[src/rtl/rst_seq.sv]
`default_nettype none
// ---------------------------------------------------------------------------
// rst_seq : lock-qualified ordered release of peripheral then core reset.
// Rev 1.0
// ---------------------------------------------------------------------------
module rst_seq #(
  parameter int SYNC_STAGES        = 2,
  parameter int LOCK_STABLE_CYCLES = 1024,
  parameter int CORE_DELAY_CYCLES  = 16,
  parameter int SW_RST_CYCLES      = 8
) (
  input  logic       clk_i,
  input  logic       rst_i,
  input  logic       locked_i,
  input  logic       sw_rst_req_i,
  output logic       periph_rst_o,
  output logic       core_rst_o,
  output logic       ready_o,
  output logic [7:0] lock_loss_cnt_o,
  output logic [2:0] state_o
);

  localparam int MAX_AB  = (LOCK_STABLE_CYCLES > CORE_DELAY_CYCLES) ?
                           LOCK_STABLE_CYCLES : CORE_DELAY_CYCLES;
  localparam int MAX_CNT = (MAX_AB > SW_RST_CYCLES) ? MAX_AB : SW_RST_CYCLES;
  localparam int CNT_W   = $clog2(MAX_CNT + 1);

  localparam logic [CNT_W-1:0] STABLE_LAST = CNT_W'(LOCK_STABLE_CYCLES - 1);
  localparam logic [CNT_W-1:0] CORE_LAST   = CNT_W'(CORE_DELAY_CYCLES - 1);
  localparam logic [CNT_W-1:0] SW_LAST     = CNT_W'(SW_RST_CYCLES - 1);

  localparam logic [2:0] WAIT_LOCK  = 3'd0;
  localparam logic [2:0] STABLE     = 3'd1;
  localparam logic [2:0] REL_PERIPH = 3'd2;
  localparam logic [2:0] RUN        = 3'd3;
  localparam logic [2:0] SW_RST     = 3'd4;

  logic [SYNC_STAGES-1:0] sync_q;
  logic                   locked_s;
  logic [2:0]             state_q, state_d;
  logic [CNT_W-1:0]       cnt_q, cnt_d;
  logic                   periph_q, periph_d;
  logic                   core_q, core_d;
  logic                   ready_q, ready_d;
  logic [7:0]             loss_q, loss_d;
  logic                   lost;

  assign locked_s = sync_q[SYNC_STAGES-1];

  always_comb begin
    state_d = state_q;
    cnt_d   = cnt_q;
    lost    = 1'b0;
    case (state_q)
      WAIT_LOCK: begin
        if (locked_s) begin
          state_d = STABLE;
          cnt_d   = '0;
        end
      end
      STABLE: begin
        if (!locked_s) begin
          state_d = WAIT_LOCK;
          cnt_d   = '0;
        end else if (cnt_q == STABLE_LAST) begin
          state_d = REL_PERIPH;
          cnt_d   = '0;
        end else begin
          cnt_d = cnt_q + CNT_W'(1);
        end
      end
      REL_PERIPH: begin
        if (!locked_s) begin
          state_d = WAIT_LOCK;
          cnt_d   = '0;
          lost    = 1'b1;
        end else if (cnt_q == CORE_LAST) begin
          state_d = RUN;
          cnt_d   = '0;
        end else begin
          cnt_d = cnt_q + CNT_W'(1);
        end
      end
      RUN: begin
        if (!locked_s) begin
          state_d = WAIT_LOCK;
          cnt_d   = '0;
          lost    = 1'b1;
        end else if (sw_rst_req_i) begin
          state_d = SW_RST;
          cnt_d   = '0;
        end
      end
      SW_RST: begin
        // Lock was held throughout, so the stability wait is skipped.
        if (!locked_s) begin
          state_d = WAIT_LOCK;
          cnt_d   = '0;
          lost    = 1'b1;
        end else if (cnt_q == SW_LAST) begin
          state_d = REL_PERIPH;
          cnt_d   = '0;
        end else begin
          cnt_d = cnt_q + CNT_W'(1);
        end
      end
      default: begin
        state_d = WAIT_LOCK;
        cnt_d   = '0;
      end
    endcase
  end

  // Outputs are decoded from the next state so they move on the transition edge.
  always_comb begin
    periph_d = (state_d != REL_PERIPH) && (state_d != RUN);
    core_d   = (state_d != RUN);
    ready_d  = (state_d == RUN);
    loss_d   = loss_q;
    if (lost && (loss_q != 8'hFF)) begin
      loss_d = loss_q + 8'd1;
    end
  end

  always_ff @(posedge clk_i or posedge rst_i) begin
    if (rst_i) begin
      sync_q   <= '0;
      state_q  <= WAIT_LOCK;
      cnt_q    <= '0;
      periph_q <= 1'b1;
      core_q   <= 1'b1;
      ready_q  <= 1'b0;
      loss_q   <= 8'd0;
    end else begin
      sync_q   <= {sync_q[SYNC_STAGES-2:0], locked_i};
      state_q  <= state_d;
      cnt_q    <= cnt_d;
      periph_q <= periph_d;
      core_q   <= core_d;
      ready_q  <= ready_d;
      loss_q   <= loss_d;
    end
  end

  assign periph_rst_o    = periph_q;
  assign core_rst_o      = core_q;
  assign ready_o         = ready_q;
  assign lock_loss_cnt_o = loss_q;
  assign state_o         = state_q;

endmodule
`default_nettype wire

[config.mk]
export PLATFORM = sky130hd
export DESIGN_NAME = rst_seq
export DESIGN_NICKNAME = d
export VERILOG_FILES = /design/src/rtl/rst_seq.sv
export SDC_FILE = /design/constraint.sdc
export NUM_CORES = 1
export LEC_CHECK = 0
export ABC_AREA = 0
export ABC_CLOCK_PERIOD_IN_PS = 4300
export CAP_MARGIN = 10
export CELL_PAD_IN_SITES_DETAIL_PLACEMENT = 2
export CELL_PAD_IN_SITES_GLOBAL_PLACEMENT = 2
export CORE_MARGIN = 5
export CORE_UTILIZATION = 38
export DETAILED_ROUTE_END_ITERATION = 8
export PLACE_DENSITY = 0.91
export SLEW_MARGIN = 40
export SYNTH_ARGS = -nofsm -noshare
export SYNTH_HDL_FRONTEND = slang
export SYNTH_SLANG_ARGS = --single-unit
[constraint.sdc]
create_clock -name clk_i -period 4.3 [get_ports clk_i]
set_input_delay 0.43 -clock clk_i [delete_from_list [all_inputs] [get_ports clk_i]]
set_output_delay 0.43 -clock clk_i [all_outputs]
set_load 0.01 [all_outputs]
=== After elaboration in Yosys (flattened, before gate mapping) ===
Cells that the tools add are included.

* Register bits: 27

* Add/subtract/negate cells: 2
* Equality and inequality tests: 13
* Muxes and demuxes: 22
* Reductions and logical operators: 5

{| class="wikitable"
|+ Operators by type and width
! operator !! number
|-
| 11-bit 2-to-1 mux || 9
|-
| 11-bit one-hot mux with 5 select lines || 1
|-
| 3-bit 2-to-1 mux || 9
|-
| 3-bit one-hot mux with 5 select lines || 1
|-
| 11-bit by 1-bit adder with 11-bit output, second input constant || 1
|-
| 11-bit by 10-bit == test with 1-bit output, second input constant || 1
|-
| 11-bit by 3-bit == test with 1-bit output, second input constant || 1
|-
| 11-bit by 4-bit == test with 1-bit output, second input constant || 1
|-
| 3-bit by 2-bit == test with 1-bit output, second input constant || 3
|-
| 8-bit by 1-bit adder with 8-bit output, second input constant || 1
|-
| 8-bit != test, second input constant || 1
|-
| 3-bit by 2-bit != test with 1-bit output, second input constant || 2
|-
| 3-bit by 1-bit == test with 1-bit output, second input constant || 1
|-
| 3-bit == test, second input constant || 1
|-
| 3-bit logical NOT || 1
|-
| 3-bit != test, second input constant || 1
|-
| 3-bit OR reduction || 1
|-
| 1-bit logical AND || 2
|-
| 1-bit 2-to-1 mux || 2
|-
| 2-bit != test, second input constant || 1
|-
| 2-bit AND reduction || 1
|}

=== Logic depth before layout (Yosys ltp) ===
* Word-level depth: 6
* Mapped depth: 7
* Depth with buffers taken out: 6

=== Worst setup path before layout ===
Ideal clock, no wire load.

* Path kind: register -> register
* Start point: reg cnt_q[0]
* End point: reg cnt_q[6]
* Library setup time: 0.124 ns
* Arrival time: 1.669 ns
* Slack: 2.508 ns
* Cell stages (with the launch flop): 8
* Buffers on the path: 1
* Period minus slack after synthesis: 1.792 ns
* Path through: dfrtp_1 -> ha_1 -> nand4_1 -> nor4_4 -> a2bb2oi_2 -> buf_6 -> nor3_1 -> a211o_1

* Cells in the longest elaborated chain, start to end: 4
* Elaborated cells on any way between the ends: 11
* Those cells by class: add/sub: 1; eq/ne: 3; mux: 7

{| class="wikitable"
|+ RTL lines
! element !! line !! source
|-
| start: declaration || 41 || <nowiki>logic [CNT_W-1:0] cnt_q, cnt_d;</nowiki>
|-
| start signal: assignment || 137 || <nowiki>cnt_q <= cnt_d;</nowiki>
|-
| 11-bit by 1-bit adder with 11-bit output, or another cell as far along || 69, 81, 104 ||
|-
| 11-bit 2-to-1 mux (on tied branches) || 100, 65, 77 ||
|-
| 11-bit 2-to-1 mux (on tied branches) || 96, 62, 73 ||
|-
| 11-bit one-hot mux with 5 select lines (*) || 54 || <nowiki>case (state_q)</nowiki>
|}

Mark *: on every way between the ends. The rest lies on a longest branch, timed or not.
A chain may end at the register's enable or synchronous reset.

=== Worst setup path after layout ===
* Start point: reg cnt_q[0]
* End point: reg cnt_q[4]

Same word-level chain as after synthesis.

==> summary by stage <==
Setup path
The launching point of the worst reg2reg path is cnt_q[0]. The endpoint of the most critical register-to-register path is cnt_q[4]. The required time at the worst-slack endpoint is 4.47 ns. The standard cell with the maximum stage delay on the critical path is a2bb2oi_2. The signal on the critical path passes through ha_1, nand4_1, nor4_4, a2bb2oi_2, nor3_1, a211o_1. In this run the worst path has a maximum fanout of 12. The reg-to-reg setup timing slack is 1.93 ns. The largest single stage delay on the critical path is 0.50 ns.

The number of cell instances on the worst register-to-register path is 6. The data arrival time at the worst-slack endpoint is 2.53 ns. The worst setup path is launched from a flop.

The critical path is of the flop to flop type. The element type at the critical path end is a flop.

STA
The worst hold margin is 0.361 ns. The number of hold violations in the final report is 0. Measured against its own limit, the worst slew margin works out to 0.589.

In the post-route analysis, the smallest setup slack over all paths is 1.93 ns. The transition at the pin with the smallest max-transition slack is 0.616 ns. The number of max-slew violations in the final report was 0.

The summed negative setup slack over all endpoints is 0 ns. For this run, the top clock speed supported by timing is 0.423 GHz. The worst path in the final design needs a cycle of 2.37 ns, including I/O delays and setup. Setup violations remaining at the end of the flow were counted as 0. The final worst clock skew is 0.00523 ns. Setup repair after global routing left no endpoint under its margin.

In the finished design, the share of the clock period the worst path needs comes to 0.550.

Synth
The share of flip-flops with an asynchronous set or reset is 1.00. In this run, synthesis produced a sequential element count of 27. In this run the mean area of a mapped cell was 10.4 um2. The synthesized netlist net count is 147.

During synthesis, Yosys emitted a total of 0 warnings. The fraction of the yosys area taken by sequential cells is 0.464. After synthesis, the netlist uses 44 different library cells. The post-synthesis instance area is 1460 um2. The number of flops mapped to enable cells by yosys is 0. The most used flip-flop cell after synthesis is dfrtp_1. After technology mapping, the gate count stands at 141.

Clock network
The number of buffers added for setup after CTS is 0. The clock latency at the later pin of the worst-skew pair is 0.28 ns. TritonCTS built the clock tree. The quantity of gates resized following cts is 0.

The number of buffers added by the clock tree synthesis step is 3. CTS saw 27 sinks. The CTS root buffer is clkbuf_8. CTS built an H-tree with a depth of 1. The clock tree buffer depth is 2. After clock tree synthesis, the clock-pin slew on the worst setup and hold paths is 0.10 ns. The count of hold buffers inserted by post-cts repair is 0.

GRT
The global router's overall resource usage is 0.172. The number of antenna violations at the first check in global routing was 0. The wire length of the first global-routing pass is 6980 um. Global routing finished with a remaining overflow of 0.

The via count of the first global-routing pass is 1392. Entering global routing, the biggest net connects 28 pins.

Final layout
The final standard cell area without fillers is 1710 um2. The number of antenna diodes is 0. The fraction of final layout cells sized beyond drive strength 1 is 0.0892.

Summing all flip-flop and latch instances after layout gives 678 um2. The multi-input combinational cells in the finished layout cover a total of 741 um2. Compared with the post-synthesis result, the final layout area differs by 17.1%. The post-layout net count is 164. The final-layout fill cell count is 403.

Die
The width of the die is 72.0 um. The standard cell core area is 3690 um2. The number of top-level pins is 18.

In this run the vertical extent of the chip is 72.0 um. The effective utilization at floorplan is 0.396. The die covers 5180 um2. The cell row count is 22.

Placement
After detailed placement, the total cell area comes to 1660 um2. The half-perimeter wire length after detailed placement is 2960 um. The count of buffers added on input and output ports is 17. At the placement stage, the worst setup path has a slack of 1.70 ns. The last weighted congestion value of the routability-driven placer is 0.757.

Hold path
The worst min-delay path class is flop to flop. The number of stages on the worst hold path is 0. In this run the most critical hold path is launched from sync_q[0].

The hold path endpoint is sync_q[1].

Power and ir drop
Dividing total power by cell area gives a power density of 256 nW/um2. The completed layout was analyzed and its total power is 437 uW. The maximum vdd drop is 148 uV.

In this run the static leakage power is 0.730 nW.

Drt
The routed length on met1 is 1650 um. In the final routed layout, each cell accounts on average for 19.8 um. The detail route stage leaves a number of antenna-violating nets equal to 0. The number of detailed-routing iterations run before antenna repair is 4.

Summed over all layers, the routed wires come to 4060 um. In the routed design, unresolved DRC markers number 0. After detailed routing, the met2 layer carries 2230 um of wire. The met3 wirelength from detailed routing is 113 um. The routed via count divided by cell count is 5.95. The number of DRC violations after detailed-routing iteration 0 is 60. The total vias in the final route is 1220. The topmost layer with routed signal wires is met4.

Job
The count of maximum capacitance violations is 0.

Status
The flow ran to the end, and the final reports show no timing, DRC or antenna violations.
-- power breakdown --
group | switching (mW) | internal (mW)
combinational | 0.0163 | 0.00877
sequential | 0.00545 | 0.257
clock | 0.0837 | 0.0659
total | 0.105 | 0.332
-- state kept, by name (all words and copies together), names as in the netlist --
name / count
cnt_q: 11
core_rst_o: 1
lock_loss_cnt_o: 8
periph_rst_o: 1
ready_o: 1
state_o: 3
sync_q: 2
-- worst max-delay path by stage --
stage,start,cells after the start,to
floorplan,cnt_q[0],7,cnt_q[6]
global placement,sw_rst_req_i,6,cnt_q[8]
detailed placement,sw_rst_req_i,6,cnt_q[9]
CTS,sync_q[1],5,cnt_q[9]
global route,cnt_q[0],6,cnt_q[6]
finish,cnt_q[0],6,cnt_q[4]
-- area by class of cell --
cell class | instances | area share
clock inverters | 1 | 0.00439
inverters | 3 | 0.00659
well taps | 48 | 0.0351
multi-input cells | 106 | 0.433
clock buffers | 3 | 0.0242
flip-flops and latches | 27 | 0.397
repair buffers | 17 | 0.0996
-- logic make-up after synthesis --
group	count (synthesis)	share of synthesized area
AO/OA/AOI/OAI	26	0.138
XOR/XNOR	10	0.0600
AND/OR/NAND/NOR	66	0.275
adder cells (fa/ha/maj)	2	0.0171
buffers and inverters	8	0.0308
flip-flops	27	0.464
multiplexers	2	0.0146
-- synthesized netlist by cell type (4+ instances only) --
master | instances | area (um2)
a21o_1 | 4 | 30.0
and3_1 | 6 | 37.5
nand2_1 | 15 | 56.3
dfrtp_1 | 25 | 626
nand3_1 | 4 | 20.0
nor3_1 | 7 | 35.0
o21ai_0 | 5 | 25.0
nand4_1 | 9 | 56.3
nor2_1 | 4 | 15.0
xnor2_1 | 7 | 61.3
-- layout by cell type (no fill, tap or decap), types with 4 or more instances in the layout --
master,instances
xnor2_1,7
nand3_1,4
dfrtp_1,25
nor3_1,7
nand4_1,9
and3_1,6
nor2_1,4
nand2_1,15
o21ai_0,5
clkdlybuf4s50_1,17
a21o_1,4
-- through the flow --
stage           util  cells
2_1_floorplan      -    141
5_1_grt        0.463    205
3_3_place_gp   0.449    201
4_1_cts        0.462    205
3_5_place_dp   0.449    201
6_report       0.463    205
-- metal layers --
| layer | GRT usage | up-vias |
|---|---|---|
| met5 | 0 | - |
| met4 | 0.0564 | 0 |
| met3 | 0.0235 | 8 |
| met2 | 0.329 | 24 |
| met1 | 0.194 | 633 |
| li1 | - | 555 |
-- critical path, delay by kind of cell, from the launching register on --
family	cells	cell delay (ns)
AND/OR/NAND/NOR	3	0.66
AO/OA/AOI/OAI	2	0.79
adder cells (fa/ha/maj)	1	0.34
flip-flops	1	0.46
No activity file was read; power rests on OpenSTA's default activity.
